===== src/rtl/multicycle_ctrl.sv =====
// Multicycle control unit for a 32-bit MIPS-style datapath.
// Sequences each instruction through FETCH/DECODE/EXECUTE/MEMORY/WRITEBACK.
// Control outputs are held in registers loaded with the decode of the state
// being entered, so they always reflect the current state. The only exception
// is pc_en, which also depends on the live ALU zero flag.
module multicycle_ctrl #(
    parameter int OPW = 6,
    parameter int FNW = 6
) (
    input  logic           clk,
    input  logic           reset,
    input  logic [OPW-1:0] opcode,
    input  logic [FNW-1:0] funct,
    input  logic           zero_flag,
    output logic           pc_write,
    output logic           pc_write_cond,
    output logic           pc_en,
    output logic           iord,
    output logic           mem_read,
    output logic           mem_write,
    output logic           ir_write,
    output logic           reg_dst,
    output logic           mem_to_reg,
    output logic           reg_write,
    output logic           alu_src_a,
    output logic [1:0]     alu_src_b,
    output logic [2:0]     alu_func,
    output logic [1:0]     pc_src,
    output logic           illegal,
    output logic [3:0]     state
);

    typedef enum logic [3:0] {
        S_FETCH    = 4'd0,
        S_DECODE   = 4'd1,
        S_MEM_ADDR = 4'd2,
        S_MEM_RD   = 4'd3,
        S_WB_MEM   = 4'd4,
        S_MEM_WR   = 4'd5,
        S_EXEC_R   = 4'd6,
        S_EXEC_I   = 4'd7,
        S_WB_ALU   = 4'd8,
        S_BRANCH   = 4'd9,
        S_JUMP     = 4'd10,
        S_ILLEGAL  = 4'd11
    } state_t;

    typedef struct packed {
        logic       pc_write;
        logic       pc_write_cond;
        logic       iord;
        logic       mem_read;
        logic       mem_write;
        logic       ir_write;
        logic       reg_dst;
        logic       mem_to_reg;
        logic       reg_write;
        logic       alu_src_a;
        logic [1:0] alu_src_b;
        logic [2:0] alu_func;
        logic [1:0] pc_src;
        logic       illegal;
    } ctrl_t;

    localparam logic [OPW-1:0] OP_RTYPE = 6'b000000;
    localparam logic [OPW-1:0] OP_LW    = 6'b100011;
    localparam logic [OPW-1:0] OP_SW    = 6'b101011;
    localparam logic [OPW-1:0] OP_ADDI  = 6'b001000;
    localparam logic [OPW-1:0] OP_ANDI  = 6'b001100;
    localparam logic [OPW-1:0] OP_ORI   = 6'b001101;
    localparam logic [OPW-1:0] OP_SLTI  = 6'b001010;
    localparam logic [OPW-1:0] OP_LUI   = 6'b001111;
    localparam logic [OPW-1:0] OP_BEQ   = 6'b000100;
    localparam logic [OPW-1:0] OP_J     = 6'b000010;

    localparam logic [2:0] ALU_ADD  = 3'd0;
    localparam logic [2:0] ALU_SUB  = 3'd1;
    localparam logic [2:0] ALU_AND  = 3'd2;
    localparam logic [2:0] ALU_OR   = 3'd3;
    localparam logic [2:0] ALU_NOR  = 3'd4;
    localparam logic [2:0] ALU_SLT  = 3'd5;
    localparam logic [2:0] ALU_LUI  = 3'd6;
    localparam logic [2:0] ALU_ZERO = 3'd7;

    // R-type funct to ALU code; ALU_ZERO marks an unsupported funct.
    function automatic logic [2:0] r_func_f(input logic [FNW-1:0] fn);
        logic [2:0] f;
        case (fn)
            6'b100000: f = ALU_ADD;
            6'b100010: f = ALU_SUB;
            6'b100100: f = ALU_AND;
            6'b100101: f = ALU_OR;
            6'b100111: f = ALU_NOR;
            6'b101010: f = ALU_SLT;
            default:   f = ALU_ZERO;
        endcase
        return f;
    endfunction

    // I-type ALU opcode to ALU code.
    function automatic logic [2:0] i_func_f(input logic [OPW-1:0] op);
        logic [2:0] f;
        case (op)
            OP_ADDI: f = ALU_ADD;
            OP_ANDI: f = ALU_AND;
            OP_ORI:  f = ALU_OR;
            OP_SLTI: f = ALU_SLT;
            OP_LUI:  f = ALU_LUI;
            default: f = ALU_ZERO;
        endcase
        return f;
    endfunction

    // Transition function; zero_flag deliberately plays no part here.
    function automatic state_t next_state_f(input state_t st,
                                            input logic [OPW-1:0] op,
                                            input logic [FNW-1:0] fn);
        state_t ns;
        case (st)
            S_FETCH:  ns = S_DECODE;
            S_DECODE: begin
                case (op)
                    OP_RTYPE:                                    ns = S_EXEC_R;
                    OP_LW, OP_SW:                                ns = S_MEM_ADDR;
                    OP_ADDI, OP_ANDI, OP_ORI, OP_SLTI, OP_LUI:   ns = S_EXEC_I;
                    OP_BEQ:                                      ns = S_BRANCH;
                    OP_J:                                        ns = S_JUMP;
                    default:                                     ns = S_ILLEGAL;
                endcase
            end
            S_MEM_ADDR: ns = (op == OP_LW) ? S_MEM_RD : S_MEM_WR;
            S_MEM_RD:   ns = S_WB_MEM;
            S_EXEC_R:   ns = (r_func_f(fn) == ALU_ZERO) ? S_ILLEGAL : S_WB_ALU;
            S_EXEC_I:   ns = S_WB_ALU;
            default:    ns = S_FETCH;
        endcase
        return ns;
    endfunction

    // Moore output decode for a given state; unlisted fields stay 0.
    function automatic ctrl_t decode_f(input state_t st,
                                       input logic [OPW-1:0] op,
                                       input logic [FNW-1:0] fn,
                                       input logic rdst);
        ctrl_t c;
        c = '0;
        case (st)
            S_FETCH: begin
                c.mem_read  = 1'b1;
                c.ir_write  = 1'b1;
                c.alu_src_b = 2'd1;
                c.pc_write  = 1'b1;
            end
            S_DECODE: c.alu_src_b = 2'd3;
            S_MEM_ADDR: begin
                c.alu_src_a = 1'b1;
                c.alu_src_b = 2'd2;
            end
            S_MEM_RD: begin
                c.mem_read = 1'b1;
                c.iord     = 1'b1;
            end
            S_WB_MEM: begin
                c.reg_write  = 1'b1;
                c.mem_to_reg = 1'b1;
            end
            S_MEM_WR: begin
                c.mem_write = 1'b1;
                c.iord      = 1'b1;
            end
            S_EXEC_R: begin
                c.alu_src_a = 1'b1;
                c.alu_func  = r_func_f(fn);
            end
            S_EXEC_I: begin
                c.alu_src_a = 1'b1;
                c.alu_src_b = 2'd2;
                c.alu_func  = i_func_f(op);
            end
            S_WB_ALU: begin
                c.reg_write = 1'b1;
                c.reg_dst   = rdst;
            end
            S_BRANCH: begin
                c.alu_src_a     = 1'b1;
                c.alu_func      = ALU_SUB;
                c.pc_write_cond = 1'b1;
                c.pc_src        = 2'd1;
            end
            S_JUMP: begin
                c.pc_write = 1'b1;
                c.pc_src   = 2'd2;
            end
            S_ILLEGAL: c.illegal = 1'b1;
            default:   c = '0;
        endcase
        return c;
    endfunction

    state_t state_r;
    state_t next_state_s;
    ctrl_t  ctrl_r;
    logic   reg_dst_sel_r;
    logic   reg_dst_next_s;

    // Next-state selection from the current state and instruction fields.
    always_comb begin
        next_state_s = next_state_f(state_r, opcode, funct);
    end

    // Destination-register select: rd for R-type, rt for I-type, else hold.
    always_comb begin
        reg_dst_next_s = reg_dst_sel_r;
        case (state_r)
            S_EXEC_R: reg_dst_next_s = 1'b1;
            S_EXEC_I: reg_dst_next_s = 1'b0;
            default:  reg_dst_next_s = reg_dst_sel_r;
        endcase
    end

    // State register plus control registers preloaded with the entered state's decode.
    always_ff @(posedge clk) begin
        if (reset) begin
            state_r       <= S_FETCH;
            reg_dst_sel_r <= 1'b0;
            ctrl_r        <= decode_f(S_FETCH, opcode, funct, 1'b0);
        end else begin
            state_r       <= next_state_s;
            reg_dst_sel_r <= reg_dst_next_s;
            ctrl_r        <= decode_f(next_state_s, opcode, funct, reg_dst_next_s);
        end
    end

    assign pc_write      = ctrl_r.pc_write;
    assign pc_write_cond = ctrl_r.pc_write_cond;
    assign iord          = ctrl_r.iord;
    assign mem_read      = ctrl_r.mem_read;
    assign mem_write     = ctrl_r.mem_write;
    assign ir_write      = ctrl_r.ir_write;
    assign reg_dst       = ctrl_r.reg_dst;
    assign mem_to_reg    = ctrl_r.mem_to_reg;
    assign reg_write     = ctrl_r.reg_write;
    assign alu_src_a     = ctrl_r.alu_src_a;
    assign alu_src_b     = ctrl_r.alu_src_b;
    assign alu_func      = ctrl_r.alu_func;
    assign pc_src        = ctrl_r.pc_src;
    assign illegal       = ctrl_r.illegal;
    assign state         = state_r;

    // Branch resolution is the only path from zero_flag into the controller.
    assign pc_en = ctrl_r.pc_write | (ctrl_r.pc_write_cond & zero_flag);

endmodule


===== config.mk =====
export PLATFORM = sky130hd
export DESIGN_NAME = multicycle_ctrl
export DESIGN_NICKNAME = d
export VERILOG_FILES = /design/src/rtl/multicycle_ctrl.sv
export SDC_FILE = /design/constraint.sdc
export NUM_CORES = 1
export LEC_CHECK = 0
export CAP_MARGIN = 20
export CORE_MARGIN = 2
export CORE_UTILIZATION = 40
export CTS_CLUSTER_DIAMETER = 120
export CTS_CLUSTER_SIZE = 24
export DETAILED_ROUTE_END_ITERATION = 10
export PLACE_DENSITY = 0.85
export SLEW_MARGIN = 20
export SYNTH_ARGS = -nofsm -noshare
export SYNTH_HDL_FRONTEND = slang
export SYNTH_SLANG_ARGS = --single-unit

===== constraint.sdc =====
create_clock -name clk -period 1.6 [get_ports clk]
set_input_delay 0.16 -clock clk [delete_from_list [all_inputs] [get_ports clk]]
set_output_delay 0.16 -clock clk [all_outputs]
set_load 0.02 [all_outputs]

Word level (Yosys, flattened, before mapping). Index checks and enable logic that the tools add are counted.

Memories: 0. ROM bits: 0. Bits of input ports: 15. RAM bits: 0. Flip-flop bits (word level): 23. Bits in latches: 0. Output and inout bits: 23.

Multiplexer cells: 21. Equality and inequality tests: 32. Shifts and indexed selects: 0. Reduce and logical (&&, ||, !) cells: 12. Div/mod/pow operators: 0. Multipliers: 0. Bitwise operators: 3. Add/subtract/negate cells: 0. Order comparisons: 0.

Operator list (count): == test 6 bit (second input constant) (8); == test 6 x 4 -> 1 bit (second input constant) (5); == test 4 x 3 -> 1 bit (second input constant) (6); one-hot mux 4 bit (6 select lines) (1); one-hot mux 4 bit (5 select lines) (1); one-hot mux 3 bit (6 select lines) (1); == test 4 x 2 -> 1 bit (second input constant) (4); == test 4 bit (second input constant) (4); one-hot mux 3 bit (5 select lines) (1); OR reduction 2 bit (7); 2-to-1 mux 1 bit (10); one-hot mux 3 bit (3 select lines) (1); == test 4 x 1 -> 1 bit (second input constant) (2); logical NOT 4 bit (2); == test 6 x 2 -> 1 bit (second input constant) (1); == test 6 x 3 -> 1 bit (second input constant) (1); logical NOT 6 bit (1); 2-to-1 mux 3 bit (2); one-hot mux 2 bit (3 select lines) (1); OR reduction 5 bit (1); one-hot mux 2 bit (2 select lines) (1); OR reduction 4 bit (1); == test 3 bit (second input constant) (1); 2-to-1 mux 2 bit (1); other kinds (4) (4).

Longest topological paths before layout.
Depth after elaboration: 9. Mapped depth: 8. Mapped depth without buffers: 6.

Worst setup path after synthesis. OpenSTA, ideal clock, no wires.

Kind: register to register. Start: register state_r[0], in the netlist state[0]. End: register ctrl_r, in the netlist pc_write. Arrival: 1811 ps. Setup time: 120 ps. Period minus slack after synthesis: 1931 ps. Cell stages (with the launch flop): 7. Slack: -331 ps. Path through: dfxtp_1 inv_1 or3_1 o41a_1 nand4_2 o21bai_4 or2_1.

Longest elaborated chain between the ends: 5. Elaborated cells on any way between the ends: 11.

Ends and longest elaborated chain: from (decl) (line 200) `state_t state_r;`; from (signal assigned) (line 228) `state_r <= next_state_s;`; == test 4 x 3 -> 1 bit, or another cell as far along (line 119) `case (st)`; one-hot mux 4 bit (6 select lines) * (line 119); == test 4 bit / logical NOT 4 bit (equally long branches) (line 147) `case (st)`; OR reduction 2 bit (no source line) *; 2-to-1 mux 1 bit * (line 147); to (signal assigned) (line 226) `ctrl_r <= decode_f(S_FETCH, opcode, funct, 1'b0);`; to (signal assigned) (line 230) `ctrl_r <= decode_f(next_state_s, opcode, funct, reg_dst_next_s);`; to (decl) (line 202) `ctrl_t ctrl_r;`.

Mark *: on every way between the ends. The rest lies on a longest branch, timed or not. A chain may end at the register's enable or synchronous reset.

Worst setup path in the final report.
Start: input opcode[0]. End: register ctrl_r, in the netlist alu_src_b[1].

Longest elaborated chain between the ends: 7. Elaborated cells on any way between the ends: 21.

Ends and longest elaborated chain: from (decl) (line 12) `input logic [OPW-1:0] opcode,`; == test 6 x 4 -> 1 bit, or another cell as far along (line 122) `case (op)`; OR reduction 5 bit / OR reduction 2 bit (equally long branches) (line 122); one-hot mux 4 bit (5 select lines) (line 122); one-hot mux 4 bit (6 select lines) * (line 119); == test 4 x 3 -> 1 bit / == test 4 x 2 -> 1 bit (equally long branches) (line 147); OR reduction 2 bit (no source line); one-hot mux 2 bit (3 select lines) * (line 147).

Marks and branches as above.

==> run summary <==
DRT iter0 DRCs -> 56
Type of the worst setup path -> input port to flop
Slew HR -> 74.3%
Gpl congestion -> 0.837
Worst Path Required -> 1.82 ns
Worst min path class -> input port to flop
Yosys top cell by area -> dfxtp_1
P_int -> 1.29 mW
Count of buffers from port buffering -> 37
Run status -> finished, violations left
CTS tree -> built
Max VDD drop -> 0.000847 V
Final count of pins violating max slew -> 0
Pin count of the biggest net entering global routing -> 14
Vias per std cell -> 6.07
TritonCTS buffer count -> 3
Reg area -> 455 sq um
Most used DFF post-synth -> dfxtp_1
Worst hold path startpoint -> opcode[1]
Largest family of logic cells by synthesized area -> simple AND/OR/NAND/NOR gates
Initial antenna violation count -> 0
Delay of the slowest cell on the worst path -> 0.46 ns
Multi-input logic area -> 783 sq um
Syn Nets -> 137
Share of cells above drive strength 1 -> 46.6%
Post-Synth Adder-Cell Area -> 0.890%
RSZ-0062 raised after global routing -> yes
# nets final -> 220
P_sw -> 685 uW
Hold Path Sink -> alu_func[2]
Max Fclk -> 0.522 GHz
Post-DRT Antenna Nets -> 0
DR WL/cell -> 20.2 microns
Top delay family on crit path -> compound AO/OA/AOI/OAI gates
Bufs and invs on worst path -> 3
Row cnt -> 19
Mapped Area -> 1120 sq um
Final Cycle Share -> 120%
Worst-Skew Late Latency -> 0.32 ns
Sequential cell fraction of total power -> 32.3%
Synthesis-stage register bit count -> 22
Compound-Gate Fraction of Synth Area -> 24.1%
Crit-path most repeated cell -> buf_4
Switching share of power -> 34.7%
Vias in the first global route -> 1355
Setup slack, reg-to-reg -> -0.30 ns
GRT Residual Overflow -> 0
Worst EP arrival -> 2.13 ns
Synth unique cells -> 51
R2r startpoint -> state[1]
Slowest CP cell -> a2111oi_4
Nature of the critical path startpoint -> input port
EDFF count, synth -> 0
# clock sinks -> 22
Diode count -> 0
Core region area -> 2710 sq um
Sequential element share of the synthesized area -> 39.2%
Most numerous cell in the Yosys netlist -> dfxtp_1
Syn avg cell area -> 9.22 sq um
# DRC -> 0
Reg-to-reg endpoint -> alu_src_b[1]
Synth top area share -> 39.2%
Clk buf depth -> 2
Number of H-tree levels -> 1
Cts hold-fix bufs -> 0
Yosys warns -> 0
Pwr dens -> 925 nW/um^2
Root Driver -> clkbuf_4
# Max-Cap Violations -> 0
Simple-gate share of the synthesized area -> 29.4%
Layout Utilization -> 78.8%
Failing checks -> negative setup slack
Max reg flops -> 4
Die Span X -> 57.0 microns
Cell Chain, Critical Path -> clkdlybuf4s15_1 -> or3_4 -> a2111oi_4 -> buf_4 -> buf_4 -> o21ba_4 -> a2bb2oi_1 -> a21oi_1
PnR worst setup slack -> -0.316 ns
Worst Skew -> 0.0107 ns
Number of stages on the worst hold path -> 4
Final Critical Period -> 1.92 ns
Worst Tran Pin Value -> 0.386 ns
Overall power -> 1.98 mW
Ranking of synthesized cells by area -> dfxtp_1 39%, nor2_1 4.7%, nand3b_1 2.7%, a2111oi_4 2.4%, a21oi_1 2.2%
Tot GR Track Use -> 26.3%
Clock network power share -> 18.9%
Pre-antenna DRT Iters -> 4
Commonest cells in the netlist -> 22 x dfxtp_1, 14 x nor2_1
Post-Synth XOR/XNOR Area -> 0%
Area grow syn2layout -> 89.9%
Worst reg2reg path depth -> 8
P_leak -> 0.921 nW
Die H -> 57.0 microns
Hpwl dp -> 2.64 mm
DIE AREA -> 3250 sq um
Fillcell total -> 174
CP Max Fanout -> 5
Initial Util -> 41.5%
Final setup violating endpoints -> 17
Async SR Flop Fraction -> 0%
Hold Vio Cnt, Final -> 0
CTS clk-pin slew, worst paths -> 0.13 ns
CP Capture Type -> flop
Synthesized instance count -> 122
DP Worst Slack -> -0.750 ns
# IOs -> 38
Vias -> 1427
Logic pwr share -> 48.8%
Total Wirelength -> 4.74 mm
Mux contribution to synthesized area -> 0%
Global-route wire length before repair -> 6.52 mm
power by group through the flow:
stage               sequential (mW)  combinational [mW]  clock [mW]
floorplan                     0.722               0.294           0
global placement              0.648               0.687           0
detailed placement            0.652               0.702           0
CTS                           0.636               0.839       0.365
global route                  0.645                1.00       0.400
finish                        0.638               0.965       0.373
cells in the final DEF, fill, tap and decap left out, types with 3 or more instances in the layout:
| cell type | n |
|---|---|
| buf_4 | 37 |
| clkdlybuf4s50_1 | 26 |
| dfxtp_1 | 18 |
| nor2_1 | 9 |
| buf_6 | 7 |
| dlygate4sd2_1 | 6 |
| nand3_1 | 5 |
| nand3b_1 | 4 |
| a21oi_1 | 4 |
| dlymetal6s2s_1 | 4 |
| dfxtp_4 | 4 |
| nand2b_1 | 3 |
| inv_1 | 3 |
| nor2_4 | 3 |
| clkbuf_4 | 3 |
| buf_12 | 3 |
cell type report:
type                    count  area share, %
repair buffers             84           37.0
flip-flops and latches     22           21.3
inverters                   5          0.996
multi-input cells          89           36.7
well taps                  31           1.82
clock buffers               4           2.23
kinds of logic after synthesis:
kind of cell,after synthesis
simple gates,57
buf+inv,11
flops,22
compound gates,31
fa+ha+maj,1
per-layer routing:
layer	vias to the layer above	part of all wire, %	global-route usage, %
li1	618	-	-
met1	674	35	29.0
met4	0	6.1	13.3
met3	34	7.5	5.22
met5	-	0	0
met2	101	51	47.6
worst max-delay path by stage:
| stage | start | end | slack, ns | cells after the start |
|---|---|---|---|---|
| finish | opcode[0] | alu_src_b[1] | -0.32 | 8 |
| global route | opcode[0] | alu_src_b[1] | -0.44 | 8 |
| CTS | state[0] | pc_write | -0.22 | 6 |
| detailed placement | opcode[0] | alu_src_a | -0.75 | 7 |
| global placement | opcode[0] | alu_src_a | -0.63 | 7 |
| floorplan | state[3] | pc_write | -0.08 | 7 |
timing repair:
| item | CTS | global route |
|---|---|---|
| pin swaps | 18 | 7 |
| endpoints found under the setup margin | 21 | 22 |
| gates resized for setup | 32 | 18 |
| setup buffers | 7 | 3 |
per-stage QoR:
step | TNS [ns] | instance area (sq um) | hold slack (ns) | std cells
floorplan | -0.374 | 1190 | 0.383 | 122
global placement | -9.87 | 1830 | 0.479 | 221
detailed placement | -11.09 | 1830 | 0.530 | 221
CTS | -2.03 | 2040 | 0.527 | 232
global route | -4.13 | 2140 | 0.488 | 235
finish | -3.04 | 2140 | 0.529 | 235
worst register-to-register path: cells and delay by family (launching register included):
| family | cells | cell delay (ns) |
|---|---|---|
| flip-flops | 1 | 0.38 |
| buffers and inverters | 3 | 0.44 |
| AO/OA/AOI/OAI | 4 | 0.83 |
| AND/OR/NAND/NOR | 1 | 0.16 |
Note: power is estimated with default switching activity, not from simulation.
